===== src/rtl/fetch_stage.sv =====
// Instruction-fetch stage: PC register, next-PC selection, ready-handshake imem port,
// one-entry skid buffer for decode stalls, and the IF/ID pipeline register.
module fetch_stage #(
   parameter logic [31:0] RESET_PC  = 32'hBFC0_0000,
   parameter logic [31:0] NOP_INSTR = 32'h0000_0013
) (
   input  logic        clk,
   input  logic        rst,
   input  logic        stall_F,
   input  logic        flush_D,
   input  logic        PCSrc,
   input  logic [31:0] PCTarget,
   output logic        imem_req,
   output logic [31:0] imem_addr,
   input  logic [31:0] imem_rdata,
   input  logic        imem_ready,
   output logic [31:0] Instr_D,
   output logic [31:0] PC_D,
   output logic [31:0] PCPlus4_D,
   output logic        valid_D,
   output logic        fetch_busy
);

   typedef enum logic [1:0] {IDLE, REQ, DROP, HELD} state_t;

   state_t      state_reg, state_next;
   logic [31:0] pc_reg, pc_next;
   logic [31:0] req_addr_reg;
   logic [31:0] skid_instr_reg, skid_pc_reg;
   logic [31:0] instr_d_reg, pc_d_reg, pcplus4_d_reg;
   logic        valid_d_reg;

   logic        deliver;
   logic        skid_load;
   logic [31:0] deliver_instr, deliver_pc;
   logic [31:0] target;

   assign target = {PCTarget[31:2], 2'b00};

   always_comb begin
      state_next    = state_reg;
      pc_next       = pc_reg;
      deliver       = 1'b0;
      skid_load     = 1'b0;
      deliver_instr = imem_rdata;
      deliver_pc    = pc_reg;
      imem_req      = 1'b0;
      imem_addr     = pc_reg;
      fetch_busy    = 1'b0;
      case (state_reg)
         IDLE: begin
            state_next = REQ;
            if (PCSrc) pc_next = target;
         end
         REQ: begin
            // While in REQ the request address is the live PC; it only moves on completion or redirect
            imem_req   = 1'b1;
            imem_addr  = pc_reg;
            fetch_busy = !imem_ready;
            if (PCSrc) begin
               pc_next    = target;
               state_next = imem_ready ? REQ : DROP;
            end else if (imem_ready) begin
               pc_next = pc_reg + 32'd4;
               if (stall_F) begin
                  skid_load  = 1'b1;
                  state_next = HELD;
               end else begin
                  deliver = 1'b1;
               end
            end
         end
         DROP: begin
            // Old request must complete before the redirected address can be issued
            imem_req   = 1'b1;
            imem_addr  = req_addr_reg;
            fetch_busy = 1'b1;
            if (PCSrc) pc_next = target;
            if (imem_ready) state_next = REQ;
         end
         HELD: begin
            if (PCSrc) begin
               pc_next    = target;
               state_next = REQ;
            end else if (!stall_F) begin
               deliver       = 1'b1;
               deliver_instr = skid_instr_reg;
               deliver_pc    = skid_pc_reg;
               state_next    = REQ;
            end
         end
         default: state_next = IDLE;
      endcase
   end

   always_ff @(posedge clk) begin
      if (rst) begin
         state_reg      <= IDLE;
         pc_reg         <= RESET_PC;
         req_addr_reg   <= RESET_PC;
         skid_instr_reg <= NOP_INSTR;
         skid_pc_reg    <= 32'd0;
      end else begin
         state_reg <= state_next;
         pc_reg    <= pc_next;
         if (state_reg == REQ) req_addr_reg <= pc_reg;
         if (skid_load) begin
            skid_instr_reg <= imem_rdata;
            skid_pc_reg    <= pc_reg;
         end
      end
   end

   always_ff @(posedge clk) begin
      if (rst) begin
         instr_d_reg   <= NOP_INSTR;
         pc_d_reg      <= 32'd0;
         pcplus4_d_reg <= 32'd0;
         valid_d_reg   <= 1'b0;
      end else if (flush_D) begin
         instr_d_reg <= NOP_INSTR;
         valid_d_reg <= 1'b0;
      end else if (stall_F) begin
         instr_d_reg <= instr_d_reg;
      end else if (deliver) begin
         instr_d_reg   <= deliver_instr;
         pc_d_reg      <= deliver_pc;
         pcplus4_d_reg <= deliver_pc + 32'd4;
         valid_d_reg   <= 1'b1;
      end else begin
         instr_d_reg <= NOP_INSTR;
         valid_d_reg <= 1'b0;
      end
   end

   assign Instr_D   = instr_d_reg;
   assign PC_D      = pc_d_reg;
   assign PCPlus4_D = pcplus4_d_reg;
   assign valid_D   = valid_d_reg;

endmodule


===== config.mk =====
export PLATFORM = sky130hd
export DESIGN_NAME = fetch_stage
export DESIGN_NICKNAME = d
export VERILOG_FILES = /design/src/rtl/fetch_stage.sv
export SDC_FILE = /design/constraint.sdc
export NUM_CORES = 1
export LEC_CHECK = 0
export ABC_AREA = 1
export BUFFER_PORTS_ARGS = -buffer_cell sky130_fd_sc_hd__buf_2
export CAP_MARGIN = 40
export CORE_MARGIN = 2
export CORE_UTILIZATION = 56
export DETAILED_ROUTE_END_ITERATION = 7
export PLACE_DENSITY = 0.91
export SLEW_MARGIN = 30
export SYNTH_ARGS = -nofsm -noshare
export SYNTH_HDL_FRONTEND = slang
export SYNTH_SLANG_ARGS = --single-unit

===== constraint.sdc =====
create_clock -name clk -period 2.3 [get_ports clk]
set_input_delay 0.23 -clock clk [delete_from_list [all_inputs] [get_ports clk]]
set_output_delay 0.23 -clock clk [all_outputs]
set_load 0.01 [all_outputs]

==> results.toml, run 1 <==
[power_and_ir_drop]
peakVddDrop_uv = 517.6
power.total_mw = 9.161
powerDensity_nw_per_um2 = 713.8
leakagePower_nw = 5.978

[run_status]
status = "completed"

[synth]
syn-instance-count = 1570
ys_warn_count = 0
synth_area_per_cell_um2 = 6.707
synth_area_leaders = "dfxtp_1 41%, nand2_1 16%, o21ai_0 7.8%"
synthArstFlopShare_pct = 0
yosysTopAreaCell = "dfxtp_1"
netlist_area_um2 = 10530
synth_edf_count = 0
ys_seq_area_share_pct = 41.25
yosysUniqueCellTypes = 48
synth-seq-cells = 217
synth_top_area_share_pct = 41.25
ys.flop_type = "dfxtp_1"

[setup_path]
required_ps = 2070
path_buf_inv = 4
crit_chain = "inv_1 -> ha_2 -> inv_1 -> buf_6 -> or2_2 -> a21oi_2 -> buf_2"
cp_max_fo = 19
worstPathArrival_ps = 2000
crit_family = "buffers and inverters"
slowest_delay_ps = 340
crit_path_end_kind = "primary output"
startpoint = "state_reg[1]$_SDFFE_PP0P_"
crit_top_cell = "inv_1"
critPathKind = "flop to primary output"
r2r_start = "state_reg[0]$_SDFFE_PP0P_"
start_kind = "flop"
crit_slowest_cell = "dfxtp_2"

[sta]
finalSetupViolCount = 0
tightest_slew_ps = 654.5
post-route-period-util_pct = 96.86
max_freq_mhz = 448.9
fin_skew_ps = 18.25
hold_viol_final = 0
whs_ps = 12.35
finalCriticalPeriod_ps = 2228
drv_slew = 0
slew-limit-headroom_pct = 56.32

[routing]
drt-pass1-iter-count = 5
detail-route-antenna-nets = 0
num_vias = 11386
wl_um = 32020
vias_per_cell = 5.645
drt_first_iter_violations = 1130
wl_per_cell_um = 15.87
drc_errors = 0

[floorplan]
die_area_um2 = 19920
die_w_um = 141.1
io_pins = 201
fp.dieH_um = 141.1
num_rows = 50
core_um2 = 18580
start_util_pct = 56.67

[clock_network]
clock_path_buffers = 3
h-tree-depth = 1
clk_latency_ps = 510
cts_setup_buffers = 0
cts_inserted_buffers = 23
cts_tree = "done"
clk_pin_slew_ps = 60
clock_sinks = 217
cts_root_buf = "clkbuf_16"

[placement]
dp.cells = 1943
gp_congestion = 0.9180
hpwl_um = 22040
port_buffers = 192

[global_routing]
track_usage_pct = 31.19
antenna_found_initial = 0
grt_pass1_vias = 10429
grt_pass1_wl_um = 51180
grt_max_degree = 104
globalRouteOverflowTotal = 0

[cells_and_area]
fin_nets = 1843
final_cells = 2017
fill_cells = 1525
final_core_util_pct = 69.07
insertedDiodeCount = 0
drive_gt1_share_pct = 17.89
area_growth_pct = 21.88

[run]
maxCapViolations = 0

[worst_hold_path]
worstHoldStart = "PCTarget[24]"
min_path_type = "primary input to flop"
==> worst reg2reg max path: stages, from the launching register on <==
cell,delay [ps]
dfxtp_2,370
ha_4,190
nand2_4,80
nor2_8,240
nand2_1,90
nand2_1,180
nand2_1,130
nor2_1,200
nand2_1,100
nor2_1,130
nand2_1,60
nand2_1,50
nand3_1,80
nand2_1,80
inv_1,40
==> final cells by class <==
class                      count  area, µm²  share of cell area (%)
clock buffer                  35      690.7                   5.382
clock inverter                 5      53.80                  0.4192
inverter                     106      400.4                   3.120
multi-input combinational   1152       5363                   41.79
sequential                   217       4347                   33.87
tap                          234      292.8                   2.281
timing repair buffer         268       1687                   13.14
==> stage by stage <==
step | setup WS [ps] | setup TNS, ps | instance area (µm²)
2_1_floorplan | 245.9 | 0 | 10550
3_3_place_gp | 115.3 | 0 | 11710
3_5_place_dp | 49.41 | 0 | 11720
4_1_cts | 3.976 | 0 | 12810
5_1_grt | -4.452 | -4.808 | 12830
6_report | 72.21 | 0 | 12830
==> placed cells by master, fill, tap and decap left out, drive strengths merged, types with 2 or more instances in the layout <==
master | netlist | layout
clkbuf | 69 | 35
xor2 | 6 | 6
a31oi | 9 | 9
a311oi | 4 | 4
o221ai | 3 | 3
nand2 | 464 | 464
a21oi | 110 | 110
and2 | 3 | 3
conb | 1 | 6
nor3 | 29 | 29
dfxtp | 217 | 217
buf | 31 | 234
ha | 5 | 5
nor2 | 193 | 193
o211ai | 24 | 24
clkinv | 3 | 6
inv | 103 | 104
dlygate4sd3 | 0 | 34
nand3b | 2 | 2
o21a | 2 | 2
o22ai | 3 | 3
o21bai | 3 | 3
nand4 | 12 | 12
a211oi | 7 | 7
nand3 | 83 | 83
or2 | 4 | 4
o31ai | 2 | 2
o21ai | 169 | 169
nor4 | 3 | 3
==> path summary, 6_finish.rpt <==
kind / cells past startpoint / slack [ps] / to
worst min-delay path: 3 / 10 / pc_reg[24]$_SDFFE_PP1P_
worst max-delay path: 7 / 70 / fetch_busy
worst min register to register: 2 / 460 / skid_instr_reg[31]$_SDFFE_PP0P_
worst max register to register: 14 / 170 / PCPlus4_D[23]$_SDFFE_PP0P_
==> Yosys cell counts (4+ instances only) <==
library cell,instances
a311oi_1,4
xor2_1,6
buf_4,7
buf_2,10
o211ai_1,24
ha_1,5
nor3_1,28
nand4_1,12
nand2_1,449
nor2_1,181
inv_2,4
dfxtp_1,217
or2_2,4
a31oi_1,9
nand2_2,13
nor2_2,6
inv_1,99
nor2_4,4
a211oi_1,7
buf_1,6
a21oi_1,110
buf_6,8
nand3_1,81
o21ai_0,165
clkbuf_1,69
==> routing by layer <==
layer / up-vias / global-route usage, % / share of wire [%]
met5: - / 0 / 0
met4: 0 / 12.63 / 3.8
met3: 100 / 4.620 / 8.1
met2: 550 / 47.88 / 45
met1: 5225 / 44.15 / 43
li1: 5511 / - / -
==> cell families after synthesis <==
group | after synthesis | synth area share (%)
and+or+nand+nor | 794 | 31.59
AOI/OAI and AO/OA | 340 | 17.64
adders and majority gates | 5 | 0.5941
DFF | 217 | 41.25
buffers and inverters | 206 | 8.294
xor gates and xnor gates | 7 | 0.5822
other | 1 | 0.03561
==> timing repair <==
item	in CTS	in global routing
endpoints found under the hold margin	34	0
resized for setup	0	9
endpoints found under the setup margin	0	21
hold buffers	34	0
==> report_power, final <==
part / total, mW / internal (mW) / switching (mW)
Clock: 3.69 / 2.17 / 1.52
Combinational: 1.37 / 0.479 / 0.890
Sequential: 4.10 / 3.95 / 0.149
(Power assumes the default switching activity.)
==> inputs of run 2 (changes only) <==
Settings changed: RECOVER_POWER from default to 50, SLEW_MARGIN 30 to 25.
==> results.toml, run 2 (synthesis gave the netlist of run 1 again) <==
[cells_and_area]
final_common_cell = "nand2_1"
insertedDiodeCount = 0
drive_gt1_share_pct = 17.84
final_cell_mix = "449 x nand2_1, 215 x dfxtp_1, 191 x buf_2, 179 x nor2_1, 164 x o21ai_0"
final_cells = 2017
fin_area_um2 = 12830
fin_nets = 1843
fill_cells = 1526
area_growth_pct = 21.86

[setup_path]
start_kind = "flop"
crit_top_cell = "inv_1"
critPathKind = "flop to primary output"
required_ps = 2070
crit_slowest_cell = "dfxtp_2"
crit_path_end_kind = "primary output"
ff2ff_setup_slack_ps = 170
crit_chain = "inv_1 -> ha_2 -> inv_1 -> buf_6 -> or2_2 -> a21oi_2 -> buf_2"
worstPathArrival_ps = 2000
slowest_delay_ps = 340
cp_max_fo = 19

[routing]
drt_first_iter_violations = 1134
drt-pass1-iter-count = 5
vias_per_cell = 5.643
wl_um = 32040
detail-route-antenna-nets = 0
drc_errors = 0
wl_per_cell_um = 15.88
num_vias = 11382

[floorplan]
die_area_um2 = 19920
fp.dieH_um = 141.1
num_rows = 50
start_util_pct = 56.67
core_um2 = 18580
die_w_um = 141.1
io_pins = 201

[clock_network]
clock_path_buffers = 3
h-tree-depth = 1
cts_inserted_buffers = 23
clk_pin_slew_ps = 60
cts_tree = "done"
clk_latency_ps = 510
clock_sinks = 217
cts_root_buf = "clkbuf_16"

[global_routing]
grt_max_degree = 104
globalRouteOverflowTotal = 0
track_usage_pct = 31.19
grt_pass1_wl_um = 51180
grt_pass1_vias = 10429
antenna_found_initial = 0

[power_and_ir_drop]
p_clk_share_pct = 40.3
intPower_mw = 6.604
peakVddDrop_uv = 517.5
p_switching_mw = 2.556
p_sw_share_pct = 27.91
leakagePower_nw = 5.973
p_comb_share_pct = 14.9
seq_power_share_pct = 44.8
power.total_mw = 9.160
powerDensity_nw_per_um2 = 713.8

[sta]
tightest_slew_ps = 655.1
hold_viol_final = 0
finalSetupViolCount = 0
slew-limit-headroom_pct = 56.28
post-route-period-util_pct = 96.90
drv_slew = 0
fin_skew_ps = 17.94
finalCriticalPeriod_ps = 2229
max_freq_mhz = 448.7

[placement]
hpwl_um = 22040
port_buffers = 192
gp_congestion = 0.9180
dp.cells = 1943
place_area_um2 = 11720

[run]
maxCapViolations = 0

[run_status]
status = "completed"

[worst_hold_path]
min_path_type = "primary input to flop"
run 2: cell count changes in the layout (fill, tap and decap cells not counted):
| cell | before | now |
|---|---|---|
| buf_2 | 192 | 191 |
| clkbuf_1 | 5 | 6 |
run 2: final timing paths:
check / startpoint / endpoint / depth (start not counted)
setup / recovery: state_reg[1]$_SDFFE_PP0P_ / fetch_busy / 7
hold reg to reg: skid_instr_reg[31]$_SDFFE_PP0P_ / skid_instr_reg[31]$_SDFFE_PP0P_ / 2
hold / removal: PCTarget[24] / pc_reg[24]$_SDFFE_PP1P_ / 3
setup reg to reg: state_reg[0]$_SDFFE_PP0P_ / PCPlus4_D[23]$_SDFFE_PP0P_ / 14
run 2: repair_timing:
item / in CTS / in global routing
endpoints found under the hold margin: 34 / 0
buffers inserted: 0 / 0
endpoints found under the setup margin: 0 / 21
hold buffers: 34 / 0
resized for setup: 0 / 9
run 2: metrics by stage:
stage | setup TNS [ps] | util [%] | hold slack (ps) | worst slack (ps)
6_report | 0 | 69.06 | 12.38 | 71.34
3_3_place_gp | 0 | 63.02 | 435.2 | 115.3
3_5_place_dp | 0 | 63.08 | 450.0 | 49.41
5_1_grt | -4.808 | 69.06 | 11.89 | -4.452
4_1_cts | 0 | 68.92 | 3.617 | 3.976
2_1_floorplan | 0 | - | 356.1 | 245.9
run 2: per-layer routing:
metal	global-route usage (%)	wire length, µm	vias up
li1	-	-	5510
met1	44.15	13980	5229
met2	47.88	14240	543
met3	4.620	2606	100
met4	12.63	1214	0
met5	0	0	-
run 2: cell type report:
type | instances | area (µm²) | area share, %
flip-flops and latches | 217 | 4347 | 33.87
repair buffers | 268 | 1685 | 13.13
well taps | 234 | 292.8 | 2.282
multi-input cells | 1152 | 5363 | 41.79
clock inverters | 5 | 53.80 | 0.4193
inverters | 106 | 400.4 | 3.120
clock buffers | 35 | 690.7 | 5.382
run 2: power by group through the flow:
stage                     logic [mW]  clock network [mW]  registers, mW
final                           1.37                3.69           4.10
after global routing            1.51                3.88           4.12
after CTS                       1.33                3.72           4.09
after detailed placement        1.28                   0           4.17
after global placement          1.25                   0           4.16
after floorplan                0.832                   0           4.14
run 2: worst max-delay path: cells and delay by family, from the launching register on:
kind | cells | cell delay, ps
DFF | 1 | 340
and+or+nand+nor | 1 | 310
AOI/OAI and AO/OA | 1 | 170
buffers and inverters | 4 | 470
adders and majority gates | 1 | 200
==> inputs of run 3 (changes only) <==
Settings changed: ABC_AREA 1 to default, BUFFER_PORTS_ARGS -buffer_cell sky130_fd_sc_hd__buf_2 to default, CAP_MARGIN 40 to 20, CORE_UTILIZATION 56 to 60, DONT_BUFFER_PORTS from default to 1, PLACE_DENSITY 0.91 to 0.86.
==> results.toml, run 3 <==
[run_status]
status = "finished with violations"
violations = "hold timing, setup timing"

[synth]
ys_seq_area_share_pct = 41.60
synth_top_family_by_area = "simple AND/OR/NAND/NOR gates"
synth_compound_area_share_pct = 16.28
yosysUniqueCellTypes = 67
synth-xor-area-share_pct = 1.090
synth_edf_count = 0
synth-simple-area-share_pct = 23.17
synth_area_leaders = "dfxtp_1 42%, mux2i_1 7.8%, nand2_1 7.7%"
yosys-top-cells-count = "217 x dfxtp_1, 213 x nand2_1, 132 x nor2_1"
synth_area_per_cell_um2 = 8.210
post_synth_mux_area_share_pct = 11.86
yosysTopAreaCell = "dfxtp_1"
yosysMostFrequentCell = "dfxtp_1"
syn-instance-count = 1272
synthArstFlopShare_pct = 0
ys.flop_type = "dfxtp_1"
synth-seq-cells = 217
netlist_area_um2 = 10440
synthAdderAreaFrac_pct = 0.5991
synth_top_area_share_pct = 41.60
ys_warn_count = 0

[global_routing]
globalRouteOverflowTotal = 0
antenna_found_initial = 0
grt_pass1_wl_um = 51290
grt_max_degree = 116
track_usage_pct = 34.32
grt_pass1_vias = 9808

[cells_and_area]
final_cell_mix = "213 x dfxtp_1, 207 x nand2_1, 129 x nor2_1, 100 x buf_4, 91 x dlygate4sd3_1"
area_growth_pct = 27.59
drive_gt1_share_pct = 18.32
fin_nets = 1466
final_core_util_pct = 77.57
fin_area_um2 = 13320
insertedDiodeCount = 0
final_common_cell = "dfxtp_1"

[routing]
wl_per_cell_um = 21.64
drt-pass1-iter-count = 8
num_vias = 10678
vias_per_cell = 6.539
wl_um = 35340
detail-route-antenna-nets = 0
drt_first_iter_violations = 1404
drc_errors = 0

[floorplan]
die_w_um = 135.9
core_um2 = 17180
fp.dieH_um = 135.9
num_rows = 48
io_pins = 201
start_util_pct = 60.80
die_area_um2 = 18480

[clock_network]
clock_path_buffers = 3
clock_sinks = 217
h-tree-depth = 1
cts_inserted_buffers = 23
cts_tree = "done"
clk_pin_slew_ps = 70
ctsHoldBuffers = 92
cts_root_buf = "clkbuf_16"
clk_latency_ps = 520

[sta]
drv_slew = 0
slew-limit-headroom_pct = 52.97
whs_ps = -119.0
setup_ws_ps = -187.8
hold_viol_final = 29
grt_setup_unrepaired = "true"
fin_skew_ps = 16.68
post-route-period-util_pct = 108.2
max_freq_mhz = 402.0
finalCriticalPeriod_ps = 2488
finalSetupViolCount = 16
tightest_slew_ps = 698.9

[placement]
place_area_um2 = 11130
place_ws_ps = -134.4
gp_congestion = 0.9747
hpwl_um = 20630
port_buffers = 0

[setup_path]
worstPathArrival_ps = 2950
worst_r2r_endpoint = "PCPlus4_D[30]$_SDFFE_PP0P_"
start_kind = "flop"
r2r_start = "state_reg[0]$_SDFFE_PP0P_"
critPathKind = "flop to flop"
cp_max_fo = 5
ff2ff_setup_slack_ps = -190
slowest_delay_ps = 550
required_ps = 2760
crit_chain = "ha_4 -> nor3b_4 -> buf_4 -> buf_8 -> or4b_4 -> buf_4 -> o2bb2ai_1 -> or4_4 -> nand3_2"
crit_path_end_kind = "flop"
crit_slowest_cell = "or4b_4"
crit_top_cell = "buf_4"
r2r_cells = 9

[power_and_ir_drop]
leakagePower_nw = 5.155
peakVddDrop_uv = 509.3
powerDensity_nw_per_um2 = 659.2
power.total_mw = 8.783

[worst_hold_path]
whs_path_depth = 2
min_path_type = "primary input to flop"
worstHoldStart = "stall_F"
holdPathEnd = "Instr_D[19]$_SDFFE_PP0N_"

[run]
maxCapViolations = 0
run 3: worst max path at each step:
| stage | from | end | cells past startpoint |
|---|---|---|---|
| 3_3_place_gp | state_reg[1]$_SDFFE_PP0P_ | PCPlus4_D[26]$_SDFFE_PP0P_ | 11 |
| 2_1_floorplan | state_reg[1]$_SDFFE_PP0P_ | PCPlus4_D[16]$_SDFFE_PP0P_ | 13 |
| 4_1_cts | state_reg[0]$_SDFFE_PP0P_ | PCPlus4_D[30]$_SDFFE_PP0P_ | 9 |
| 5_1_grt | state_reg[0]$_SDFFE_PP0P_ | PCPlus4_D[30]$_SDFFE_PP0P_ | 10 |
| 6_report | state_reg[0]$_SDFFE_PP0P_ | PCPlus4_D[30]$_SDFFE_PP0P_ | 9 |
| 3_5_place_dp | state_reg[1]$_SDFFE_PP0P_ | PCPlus4_D[26]$_SDFFE_PP0P_ | 10 |
run 3: power breakdown:
group          total [mW]  switching [mW]  internal (mW)
registers            3.97           0.104           3.87
logic                1.13           0.631          0.499
clock network        3.68            1.54           2.14
total                8.78            2.27           6.51
run 3: area by class of cell:
| class | instances | area, µm² |
|---|---|---|
| repair buffers | 211 | 2016 |
| well taps | 225 | 281.5 |
| fillers | 1103 | 3852 |
| multi-input cells | 925 | 5878 |
| flip-flops and latches | 217 | 4352 |
| inverters | 13 | 48.80 |
| clock inverters | 10 | 78.83 |
| clock buffers | 32 | 669.4 |
run 3: critical path: cells and delay by family, from the launching register on:
| family | cells | cell delay [ps] |
|---|---|---|
| and+or+nand+nor | 4 | 1300 |
| buffers and inverters | 3 | 440 |
| DFF | 1 | 360 |
| AOI/OAI and AO/OA | 1 | 170 |
| adders and majority gates | 1 | 160 |
run 3: cell families after synthesis:
family	Yosys count
compound gates	249
simple gates	533
mux	119
xor+xnor	13
buf+inv	135
other cells	1
flops	217
fa+ha+maj	5
run 3: timing repair:
action | CTS | global route
hold endpoints to repair | 186 | 29
endpoints found under the setup margin | 13 | 26
buffers inserted | 2 | 14
pin swaps | 0 | 23
resized for setup | 10 | 57
cloned | 0 | 3
run 3: per-stage QoR:
step,std cells,TNS (ps)
final,1633,-930.7
after global routing,1633,-2352
after CTS,1616,-512.0
after detailed placement,1480,-1144
after global placement,1480,-390.0
after floorplan,1277,-5104
run 3: routing by layer:
metal / GRT usage, % / wire, µm / up-vias / part of all wire, %
met4: 13.37 / 1572 / 0 / 4.4
met1: 46.25 / 13530 / 4978 / 38
met2: 53.37 / 16180 / 788 / 46
li1: - / - / 4744 / -
met5: 0 / 0 / - / 0
met3: 8.128 / 4063 / 168 / 11
